File: config.mk
export PLATFORM = sky130hd
export DESIGN_NAME = muldiv
export DESIGN_NICKNAME = d
export VERILOG_FILES = /design/src/rtl/muldiv.sv
export SDC_FILE = /design/constraint.sdc
export NUM_CORES = 1
export LEC_CHECK = 0
export CORE_MARGIN = 5
export CORE_UTILIZATION = 27
export DETAILED_ROUTE_END_ITERATION = 8
export SYNTH_ARGS = -nofsm -noshare
export SYNTH_HDL_FRONTEND = slang
export SYNTH_SLANG_ARGS = --single-unit
File: constraint.sdc
create_clock -name clk_i -period 3.5 [get_ports clk_i]
set_input_delay 0.525 -clock clk_i [delete_from_list [all_inputs] [get_ports clk_i]]
set_output_delay 0.525 -clock clk_i [all_outputs]
set_load 0.02 [all_outputs]
File: src/rtl/muldiv.sv
// Iterative multiply/divide unit holding the architectural HI/LO registers.
// Radix-2 shift-add multiply and restoring divide, one bit per clock.
module muldiv #(
    parameter int WORD_SIZE = 32
) (
    input  logic                 clk_i,
    input  logic                 rst_ni,
    input  logic                 start_i,
    input  logic [2:0]           op_i,
    input  logic [WORD_SIZE-1:0] rs_data_i,
    input  logic [WORD_SIZE-1:0] rt_data_i,
    input  logic                 cancel_i,
    output logic                 busy_o,
    output logic                 done_o,
    output logic [WORD_SIZE-1:0] hi_o,
    output logic [WORD_SIZE-1:0] lo_o
);
    localparam int W  = WORD_SIZE;
    localparam int CW = $clog2(W);

    typedef enum logic [1:0] {IDLE, CALC, FIX} state_e;

    state_e          state_q, state_d;
    logic [CW-1:0]   cnt_q, cnt_d;
    logic [2*W-1:0]  acc_q, acc_d;
    logic [W-1:0]    opnd_q, opnd_d;
    logic [W-1:0]    a_orig_q, a_orig_d;
    logic            is_div_q, is_div_d;
    logic            neg_q, neg_d;
    logic            rem_neg_q, rem_neg_d;
    logic [W-1:0]    hi_q, hi_d;
    logic [W-1:0]    lo_q, lo_d;
    logic            done_q, done_d;

    // Signed ops work on magnitudes; the most negative value maps to itself as unsigned.
    logic            a_neg, b_neg;
    logic [W-1:0]    a_mag, b_mag;
    assign a_neg = ~op_i[0] & rs_data_i[W-1];
    assign b_neg = ~op_i[0] & rt_data_i[W-1];
    assign a_mag = a_neg ? -rs_data_i : rs_data_i;
    assign b_mag = b_neg ? -rt_data_i : rt_data_i;

    // Multiply: acc = {partial product, remaining multiplier bits}.
    logic [W:0]      mul_sum;
    logic [2*W-1:0]  mul_next;
    assign mul_sum  = {1'b0, acc_q[2*W-1:W]} + (acc_q[0] ? {1'b0, opnd_q} : {(W+1){1'b0}});
    assign mul_next = {mul_sum, acc_q[W-1:1]};

    // Divide: acc = {partial remainder, dividend bits shifting into quotient}.
    logic [W:0]      div_shift;
    logic [W+1:0]    div_trial;
    logic            div_ge;
    logic [W-1:0]    div_rem;
    logic [2*W-1:0]  div_next;
    assign div_shift = {acc_q[2*W-1:W], acc_q[W-1]};
    assign div_trial = {1'b0, div_shift} - {2'b00, opnd_q};
    assign div_ge    = ~div_trial[W+1];
    assign div_rem   = div_ge ? div_trial[W-1:0] : div_shift[W-1:0];
    assign div_next  = {div_rem, acc_q[W-2:0], div_ge};

    logic [2*W-1:0]  prod_fix;
    logic [W-1:0]    quot_fix, rem_fix;
    assign prod_fix = neg_q ? -acc_q : acc_q;
    assign quot_fix = neg_q ? -acc_q[W-1:0] : acc_q[W-1:0];
    assign rem_fix  = rem_neg_q ? -acc_q[2*W-1:W] : acc_q[2*W-1:W];

    always_comb begin
        state_d   = state_q;
        cnt_d     = cnt_q;
        acc_d     = acc_q;
        opnd_d    = opnd_q;
        a_orig_d  = a_orig_q;
        is_div_d  = is_div_q;
        neg_d     = neg_q;
        rem_neg_d = rem_neg_q;
        hi_d      = hi_q;
        lo_d      = lo_q;
        done_d    = 1'b0;
        case (state_q)
            IDLE: begin
                if (start_i && !cancel_i) begin
                    case (op_i)
                        3'b100: hi_d = rs_data_i;
                        3'b101: lo_d = rs_data_i;
                        3'b000, 3'b001, 3'b010, 3'b011: begin
                            is_div_d  = op_i[1];
                            neg_d     = a_neg ^ b_neg;
                            rem_neg_d = a_neg;
                            a_orig_d  = rs_data_i;
                            cnt_d     = '0;
                            state_d   = CALC;
                            if (op_i[1]) begin
                                acc_d  = {{W{1'b0}}, a_mag};
                                opnd_d = b_mag;
                            end else begin
                                acc_d  = {{W{1'b0}}, b_mag};
                                opnd_d = a_mag;
                            end
                        end
                        default: ;
                    endcase
                end
            end
            CALC: begin
                if (cancel_i) begin
                    state_d = IDLE;
                    cnt_d   = '0;
                end else begin
                    acc_d = is_div_q ? div_next : mul_next;
                    if (cnt_q == CW'(W-1)) begin
                        cnt_d   = '0;
                        state_d = FIX;
                    end else begin
                        cnt_d = cnt_q + CW'(1);
                    end
                end
            end
            FIX: begin
                state_d = IDLE;
                if (!cancel_i) begin
                    done_d = 1'b1;
                    if (!is_div_q) begin
                        {hi_d, lo_d} = prod_fix;
                    end else if (opnd_q == '0) begin
                        lo_d = '1;
                        hi_d = a_orig_q;
                    end else begin
                        lo_d = quot_fix;
                        hi_d = rem_fix;
                    end
                end
            end
            default: state_d = IDLE;
        endcase
    end

    always_ff @(posedge clk_i or negedge rst_ni) begin
        if (!rst_ni) begin
            state_q   <= IDLE;
            cnt_q     <= '0;
            acc_q     <= '0;
            opnd_q    <= '0;
            a_orig_q  <= '0;
            is_div_q  <= 1'b0;
            neg_q     <= 1'b0;
            rem_neg_q <= 1'b0;
            hi_q      <= '0;
            lo_q      <= '0;
            done_q    <= 1'b0;
        end else begin
            state_q   <= state_d;
            cnt_q     <= cnt_d;
            acc_q     <= acc_d;
            opnd_q    <= opnd_d;
            a_orig_q  <= a_orig_d;
            is_div_q  <= is_div_d;
            neg_q     <= neg_d;
            rem_neg_q <= rem_neg_d;
            hi_q      <= hi_d;
            lo_q      <= lo_d;
            done_q    <= done_d;
        end
    end

    assign busy_o = (state_q == CALC) || (state_q == FIX);
    assign done_o = done_q;
    assign hi_o   = hi_q;
    assign lo_o   = lo_q;
endmodule

# Word-level counts from Yosys, hierarchy flattened
# Cells that the tools add are included.
# word_totals
output_inout_bits,66
wordCells,92
ff_bits,203
# op_classes
n_mux,38
add_sub_neg,8
n_bitwise,5
n_eq_ne,15
reduce_logical,15
# ops
op,n
32-bit two-way mux,18
64-bit two-way mux,5
32-bit negation,4
32-bit case mux with 2 select lines,2
64-bit case mux with 2 select lines,1
64-bit negation,1
33-bit by 32-bit subtractor with 34-bit output,1
32-bit by 32-bit adder with 33-bit output,1
32-bit zero test,1
5-bit two-way mux,4
4-bit AND reduction,3
5-bit case mux with 2 select lines,1
3-bit AND reduction,3
2-bit two-way mux,4
"3-bit by 2-bit equality test with 1-bit output, second input constant",2
"3-bit equality test, second input constant",2
"2-bit by 1-bit inequality test with 1-bit output, second input constant",3
"2-bit inequality test, second input constant",3
"5-bit by 1-bit adder with 5-bit output, second input constant",1
"5-bit equality test, second input constant",1
2-bit case mux with 2 select lines,1
2-bit nonzero test,2
4-bit OR reduction,1
"3-bit by 1-bit equality test with 1-bit output, second input constant",1
other kinds (12),15

# Depth between registers and ports, before layout
# depth
depth_word,7
mapped_depth,14
ltp_nobuf,13

# Worst setup path before layout
# No wires, ideal clock.
# synth_path
path_kind,reg-to-reg
start,register acc_q[0]
end,register acc_q[62]
slack_ns,0.356
t_arrival_ns,3.001
path_stages_with_launch,14
setup_time_ns,0.143
synth_period_minus_slack_ns,3.144
t_required_ns,3.357
path_cell_list,dfrtp_1 > inv_1 > clkbuf_1 > nor2_1 > ha_1 > a21o_1 > a211o_1 > a211oi_1 > nor2_1 > o21ai_0 > o21ai_0 > and3_1 > o41ai_1 > o211ai_1
# synth_between
elab_chain_cells,5
# synth_rtl
element,line,source
"start, declared",25,"logic [2*W-1:0] acc_q, acc_d;"
"start signal, assigned",141,acc_q <= '0;
"start signal, assigned",153,acc_q <= acc_d;
32-bit two-way mux,46,"assign mul_sum = {1'b0, acc_q[2*W-1:W]} + (acc_q[0] ? {1'b0, opnd_q} : {(W+1){1'b0}});"
32-bit by 32-bit adder with 33-bit output,46,
64-bit two-way mux,109,acc_d = is_div_q ? div_next : mul_next;
64-bit two-way mux,105,if (cancel_i) begin
64-bit case mux with 2 select lines,79,case (state_q)
# No other way between the ends. The select of a mux whose other input is x is not followed.
# A chain may end at the register's enable or synchronous reset.

# Final worst setup path
# layout_path
start,register acc_q[0]
end,"register hi_q[20], in the netlist hi_o[20]"
# layout_between
elab_chain_cells,5
# layout_rtl
element,line,source
64-bit negation,63,assign prod_fix = neg_q ? -acc_q : acc_q;
64-bit two-way mux,63,
32-bit two-way mux,122,if (!is_div_q) begin
32-bit two-way mux,120,if (!cancel_i) begin
32-bit case mux with 2 select lines,79,
"end signal, assigned",159,hi_q <= hi_d;
"end, declared",31,"logic [W-1:0] hi_q, hi_d;"
# No other way between the ends. The select of a mux whose other input is x is not followed.

==> impl_metrics.tcl <==
set metrics [dict create \
    status "finished with violations" \
    failed_checks "negative hold slack" \
    dieWidth_um 264.8 \
    r2r_cells 11 \
    cts_setup_buffers 0 \
    grt_pass1_wl_um 107800 \
    drive_above_1_share_pct 13.07 \
    ir_drop_mv 0.4323 \
    cts_num_sinks 203 \
    crit_cells 11 \
    cp.buffers_inverters 3 \
    first_global_vias 17140 \
    overflow 0 \
    fin_nets 2576 \
    ff2ff_setup_slack_ns 0.22 \
    hold_buffers 0 \
    dr_total_vias 18023 \
    slowest_delay_ns 0.57 \
    ys_ff_latch 203 \
    placed_area_um2 20800 \
    final_area_um2 21740 \
    period_needed_ns 3.284 \
    clk_latency_ns 0.55 \
    synthTopCellsByArea "dfrtp_1, o21ai_0, nand2_1" \
    via_per_inst 5.455 \
    wl_met3_um 5801 \
    worstPathCellList "inv_1 -> buf_12 -> buf_4 -> ha_1 -> a21oi_1 -> a21oi_1 -> o21ai_0 -> a211o_1 -> nand3_1 -> o21ai_0 -> o21ai_0" \
    skew_ns 0.01160 \
    wl_um 72680 \
    grt_start_max_net_pins 89 \
    synth_nets 2396 \
    power.density_nw_per_um2 910.6 \
    finalNonFillerCells 3304 \
    fmax_mhz 304.5 \
    crit_fanout 21 \
    wl_met1_um 31370 \
    finalMaxSlewViolations 0 \
    arrival_ns 3.75 \
    dieArea_um2 70110 \
    netlist.area_leader.share_pct 28.98 \
    cp-start-kind "register" \
    portBuffers 136 \
    wl_met2_um 31740 \
    highest_layer "met5" \
    hold_violations 4 \
    cts_buffers 24 \
    critPathSlowestCell "o21ai_0" \
    r2r-start "acc_q[0]" \
    critPathTopFamily "compound AO/OA/AOI/OAI gates" \
    wl_per_cell_um 22.00 \
    antenna_found_initial 3 \
    coreArea_um2 64350 \
    finalCritPeriodShare_pct 93.83 \
    rr_endpoint "hi_o[20]" \
    synth_area_um2 17530 \
    synth_edf_count 0 \
    rsz0062_at_grt "no" \
    maxCapViolations 0 \
    dp_hpwl_um 57060 \
    rows 93 \
    avgSynthCellArea_um2 7.790 \
    htree_num_levels 1 \
    yosysUniqueCellTypes 84 \
    ys.flop_type "dfrtp_1" \
    drtAntennaViolNets 0 \
    cts_max_path_buffers 3 \
    crit_start "acc_q[0]" \
    fill_cells 6824 \
    worst_pin_slew_ns 1.169 \
    cts_root_buf "clkbuf_16" \
    cp-end-kind "register" \
    ys_warn_count 0 \
    gp_congestion 0.9497 \
    track_usage_pct 19.54 \
    cts_resized 0 \
    area_delta_synth_final_pct 24.03 \
    drcViolationCount 0 \
    cts_tree "built" \
    async_flop_share_pct 100.0 \
    drt_first_pass_iters 6 \
    yosysTopAreaCell "dfrtp_1" \
    initial_core_util_pct 27.24 \
    power_mw 19.79 \
    clk_pin_slew_worst_paths_ns 0.07 \
    die_y_um 264.8 \
    ioPinCount 137 \
    slew_headroom_pct 21.24 \
    path_common_cell "o21ai_0" \
    setup_viol 0 \
    holdWs_ns -0.01229 \
    critPathKind "reg -> reg" \
    hold_path_class "in -> async" \
    required_ns 3.97 \
    first_iter_violations 2209 \
    synthCells 2250 \
    leakage_nw 9.357 \
    dp_cells 3259 \
    yosysSeqAreaShare_pct 28.98 \
]
-- stage by stage --
stage / TNS (ns) / utilization (%) / setup WS [ns]
global route: 0 / 33.78 / 0.009372
global placement: 0 / 32.33 / 0.04579
floorplan: 0 / - / 0.3561
CTS: 0 / 33.77 / 0.2606
finish: 0 / 33.78 / 0.2159
detailed placement: -0.01432 / 32.33 / -0.01432
-- cells in the final DEF, fill, tap and decap left out, drive strengths merged, types with 10 or more instances in the layout --
cell type,synthesis,final
nand2,279,279
o21ai,255,255
dfrtp,203,203
nor2,187,187
a21oi,180,180
buf,23,180
clkdlybuf4s50,0,134
xnor2,104,104
xor2,76,76
inv,73,73
ha,73,73
mux2,54,54
mux2i,47,47
nand3,47,47
nor3,38,38
o22ai,35,35
o211ai,35,35
a211oi,31,31
or3,28,28
clkbuf,138,28
o31ai,28,28
nor4,27,27
a21o,26,26
and3,21,21
nand2b,21,21
a22oi,18,18
or4,18,18
nand4,17,17
o221ai,16,16
nor2b,14,14
and2,12,12
a31oi,10,10
o41ai,10,10
-- worst max path at each step --
stage           endpoint  slack, ns
6_report        hi_o[20]       0.22
5_1_grt        acc_q[63]      0.009
4_1_cts        acc_q[63]       0.26
3_3_place_gp   acc_q[27]       0.05
2_1_floorplan  acc_q[62]       0.36
3_5_place_dp   acc_q[27]      -0.01
-- per-layer routing --
metal,vias up,track usage (%)
li1,8468,-
met1,8566,26.63
met2,814,30.55
met3,171,3.443
met4,4,8.420
met5,-,0
-- report_power, final --
part	switching, mW	leakage, nW	internal [mW]
clock	1.13	0.444	1.89
sequential	1.20	2.54	3.33
combinational	7.02	6.37	5.23
total	9.35	9.36	10.4
-- cells by family after synthesis --
| group | share of synthesized area [%] |
|---|---|
| AOI/OAI and AO/OA | 25.31 |
| xor gates and xnor gates | 8.995 |
| adders and majority gates | 5.440 |
| buffers and inverters | 5.211 |
| DFF | 28.98 |
| muxes | 6.154 |
| and+or+nand+nor | 19.91 |
-- sequential cells by signal (all words and copies together) (netlist names) --
signal and cells:
a_orig_q 32, acc_q 64, cnt_q 5, done_o 1, hi_o 32, is_div_q 1
lo_o 32, neg_q 1, opnd_q 32, rem_neg_q 1, state_q 2
-- cell usage after synthesis (17+ instances only) --
| library cell | n |
|---|---|
| a21oi_1 | 180 |
| inv_1 | 72 |
| xnor2_1 | 104 |
| a22oi_1 | 18 |
| a21o_1 | 26 |
| mux2_2 | 54 |
| nand3_1 | 47 |
| dfrtp_1 | 203 |
| nor3_1 | 34 |
| nand2_1 | 279 |
| nand4_1 | 17 |
| o21ai_1 | 18 |
| nor4_1 | 21 |
| o22ai_1 | 35 |
| o211ai_1 | 34 |
| or3_1 | 27 |
| xor2_1 | 76 |
| o31ai_1 | 25 |
| clkbuf_1 | 137 |
| a211oi_1 | 31 |
| nand2b_1 | 21 |
| mux2i_1 | 47 |
| o21ai_0 | 236 |
| and3_1 | 21 |
| nor2_1 | 186 |
| ha_1 | 73 |
-- area by class of cell --
| type | instances | area, µm² | share of cell area, % |
|---|---|---|---|
| multi-input combinational | 1812 | 11570 | 53.23 |
| sequential | 203 | 5084 | 23.39 |
| clock buffer | 27 | 633.1 | 2.912 |
| clock inverter | 17 | 295.3 | 1.358 |
| timing repair buffer | 315 | 2804 | 12.90 |
| tap | 855 | 1070 | 4.921 |
| antenna | 1 | 2.502 | 0.01151 |
| inverter | 74 | 277.8 | 1.278 |
Note: power is estimated with default switching activity, not from simulation.
==> RTL change (same flow settings) <==
Add an input register stage for `start_i`, `op_i`, `rs_data_i`, `rt_data_i` and `cancel_i`, without a reset; this delays them by one clock.
--- a/src/rtl/muldiv.sv
+++ b/src/rtl/muldiv.sv
@@ -22,2 +22,16 @@
 
+    logic start_q;
+    logic [2:0] op_q;
+    logic [WORD_SIZE-1:0] rs_data_q;
+    logic [WORD_SIZE-1:0] rt_data_q;
+    logic cancel_q;
+
+    always_ff @(posedge clk_i) begin
+        start_q   <= start_i;
+        op_q      <= op_i;
+        rs_data_q <= rs_data_i;
+        rt_data_q <= rt_data_i;
+        cancel_q  <= cancel_i;
+    end
+
     state_e          state_q, state_d;
@@ -37,6 +51,6 @@
     logic [W-1:0]    a_mag, b_mag;
-    assign a_neg = ~op_i[0] & rs_data_i[W-1];
-    assign b_neg = ~op_i[0] & rt_data_i[W-1];
-    assign a_mag = a_neg ? -rs_data_i : rs_data_i;
-    assign b_mag = b_neg ? -rt_data_i : rt_data_i;
+    assign a_neg = ~op_q[0] & rs_data_q[W-1];
+    assign b_neg = ~op_q[0] & rt_data_q[W-1];
+    assign a_mag = a_neg ? -rs_data_q : rs_data_q;
+    assign b_mag = b_neg ? -rt_data_q : rt_data_q;
 
@@ -80,14 +94,14 @@
             IDLE: begin
-                if (start_i && !cancel_i) begin
-                    case (op_i)
-                        3'b100: hi_d = rs_data_i;
-                        3'b101: lo_d = rs_data_i;
+                if (start_q && !cancel_q) begin
+                    case (op_q)
+                        3'b100: hi_d = rs_data_q;
+                        3'b101: lo_d = rs_data_q;
                         3'b000, 3'b001, 3'b010, 3'b011: begin
-                            is_div_d  = op_i[1];
+                            is_div_d  = op_q[1];
                             neg_d     = a_neg ^ b_neg;
                             rem_neg_d = a_neg;
-                            a_orig_d  = rs_data_i;
+                            a_orig_d  = rs_data_q;
                             cnt_d     = '0;
                             state_d   = CALC;
-                            if (op_i[1]) begin
+                            if (op_q[1]) begin
                                 acc_d  = {{W{1'b0}}, a_mag};
@@ -104,3 +118,3 @@
             CALC: begin
-                if (cancel_i) begin
+                if (cancel_q) begin
                     state_d = IDLE;
@@ -119,3 +133,3 @@
                 state_d = IDLE;
-                if (!cancel_i) begin
+                if (!cancel_q) begin
                     done_d = 1'b1;
Check against the original RTL: not equivalent (a bounded check fails within 4 cycles, from zero or initial values and one cycle with rst_ni low).
==> RTL change against the original RTL <==
- the flow still finishes with violations (hold timing)
- global-route usage fell by 1.4 points
- synthesized cell count rose by 0.93%
- non-clock buffer count fell by 40
- worst setup slack got worse by 0.091 ns
- total power rose by 1.4%
- area after synthesis rose by 5.9%
- design area rose by 4.7%
- sequential cell count rose by 69
- wire length fell by 4.6%
- critical endpoint is now acc_q[61]$_DFFE_PN0P_
- largest power group unchanged
- highest routed layer is now met4
==> RTL change: results <==
# TYPE chip_impl_metric gauge
chip_impl_info{name="run_status",value="finished with violations"} 1
chip_impl_info{name="failed_checks",value="hold timing"} 1
chip_impl_metric{name="globalRouteTotalUtil",unit=""} 0.181
chip_impl_metric{name="yosysUniqueCellTypes",unit=""} 77
chip_impl_info{name="synth_common_cells",value="o21ai_0 (262), nand2_1 (250), dfrtp_1 (203)"} 1
chip_impl_metric{name="cts_buffers",unit=""} 34
chip_impl_metric{name="htreeDepth",unit=""} 2
chip_impl_metric{name="hold-worst-slack",unit="ns"} -0.0139
chip_impl_metric{name="grt_pass1_vias",unit=""} 16900
chip_impl_metric{name="clock-skew-final",unit="ns"} 0.0262
chip_impl_metric{name="power.internal",unit="W"} 0.0110
chip_impl_metric{name="p_leak",unit="nW"} 9.82
chip_impl_metric{name="finalHoldViolations",unit=""} 7
chip_impl_metric{name="clock_path_buffers",unit=""} 3
chip_impl_metric{name="average_vias_per_placed_instance",unit=""} 5.33
chip_impl_metric{name="ys_async_sr_fraction",unit=""} 0.746
chip_impl_metric{name="finalNetCount",unit=""} 2578
chip_impl_metric{name="grt_max_degree",unit=""} 112
chip_impl_metric{name="max-vdd-ir-drop",unit="V"} 0.000456
chip_impl_metric{name="post_dp_cell_area",unit="mm2"} 0.0216
chip_impl_metric{name="routed_wirelength",unit="mm"} 69.3
chip_impl_metric{name="place_hpwl",unit="mm"} 53.5
chip_impl_metric{name="cp.arrival",unit="ns"} 3.79
chip_impl_metric{name="n_fill_cell",unit=""} 7159
chip_impl_info{name="netlist_top_cells_area",value="dfrtp_1 (27%), dfxtp_1 (7.4%), o21ai_0 (7.1%)"} 1
chip_impl_metric{name="muxShareOfSynthArea",unit=""} 0.0596
chip_impl_metric{name="dr.first_iter.drc_count",unit=""} 1651
chip_impl_metric{name="synth_fa_ha_area_frac",unit=""} 0.0514
chip_impl_metric{name="post_route_cells_drive_above_1_share",unit=""} 0.117
chip_impl_metric{name="first_pass_iters",unit=""} 7
chip_impl_metric{name="gp_routability_congestion",unit=""} 0.938
chip_impl_metric{name="timing.critical_path.fanout_max",unit=""} 16
chip_impl_metric{name="measured_slew_at_the_worst_slew_check_pin",unit="ns"} 0.986
chip_impl_metric{name="postSynthNetCount",unit=""} 2417
chip_impl_metric{name="grt_pass1_wl",unit="mm"} 105
chip_impl_metric{name="initial_antenna_violation_count",unit=""} 9
chip_impl_metric{name="post_synth_xor_area_fraction",unit=""} 0.0877
chip_impl_metric{name="synth_compound_area_frac",unit=""} 0.235
-- RTL change: final timing paths --
kind,slack (ns),endpoint,cells after the start
worst max register to register,0.13,acc_q[61]$_DFFE_PN0P_,14
worst min register to register,0.47,hi_o[12]$_DFFE_PN0P_,1
max in group asynchronous,2.65,acc_q[2]$_DFFE_PN0P_,2
min in group clk_i,0.41,op_q[1]$_DFF_P_,1
worst max-delay path,0.13,acc_q[61]$_DFFE_PN0P_,14
worst min-delay path,-0.01,acc_q[51]$_DFFE_PN0P_,1
-- RTL change: power by group through the flow --
stage / clock (W) / sequential [W] / combinational (W)
finish: 0.00356 / 0.00527 / 0.0112
CTS: 0.00363 / 0.00525 / 0.0110
global placement: 0 / 0.00529 / 0.0110
floorplan: 0 / 0.00527 / 0.00700
global route: 0.00375 / 0.00541 / 0.0123
detailed placement: 0 / 0.00530 / 0.0110
-- RTL change: area by class of cell --
cell class              instances  area [um2]  area share
clock inverters                11        97.6     0.00429
well taps                     882        1100      0.0485
multi-input cells            1768       11300       0.496
clock buffers                  51        1040      0.0455
diodes                          1        2.50    0.000110
inverters                      81         304      0.0134
repair buffers                275        2460       0.108
flip-flops and latches        272        6470       0.284
-- RTL change: worst max-delay path: stages, from the launching register on --
cell	delay [ns]
dfrtp_1	0.40
inv_1	0.16
buf_12	0.18
buf_4	0.18
nor2_1	0.06
ha_1	0.31
and3_1	0.20
nand2_1	0.07
or3_1	0.41
a21oi_1	0.16
o21ai_1	0.12
a311oi_1	0.44
a31oi_1	0.22
mux2i_1	0.19
o211ai_1	0.11
-- RTL change: through the flow --
step	setup slack, ns	cells	util
2_1_floorplan	0.105	2271	-
3_3_place_gp	0.159	3275	0.316
3_5_place_dp	0.136	3275	0.316
4_1_cts	0.0753	3337	0.332
5_1_grt	0.00230	3340	0.333
6_report	0.125	3341	0.333
-- RTL change: metal layers --
layer	up-vias	global-route usage	routed length, um
li1	8462	-	-
met1	8589	0.251	30200
met2	654	0.293	32000
met3	105	0.0255	4750
met4	0	0.0558	2360
met5	-	0	0
-- RTL change: cells by family (layout without fill, tap and decap cells) --
| logic type | Yosys count | after routing |
|---|---|---|
| fa+ha+maj | 75 | 75 |
| mux | 104 | 104 |
| flops | 272 | 272 |
| simple gates | 680 | 680 |
| buf+inv | 231 | 418 |
| other cells | 0 | 1 |
| compound gates | 723 | 723 |
| xor+xnor | 186 | 186 |
-- RTL change: repair_timing --
item	4_1_cts	5_1_grt
setup endpoints to repair	0	11
hold endpoints to repair	0	0
resized for setup	0	12
buffers inserted	0	3
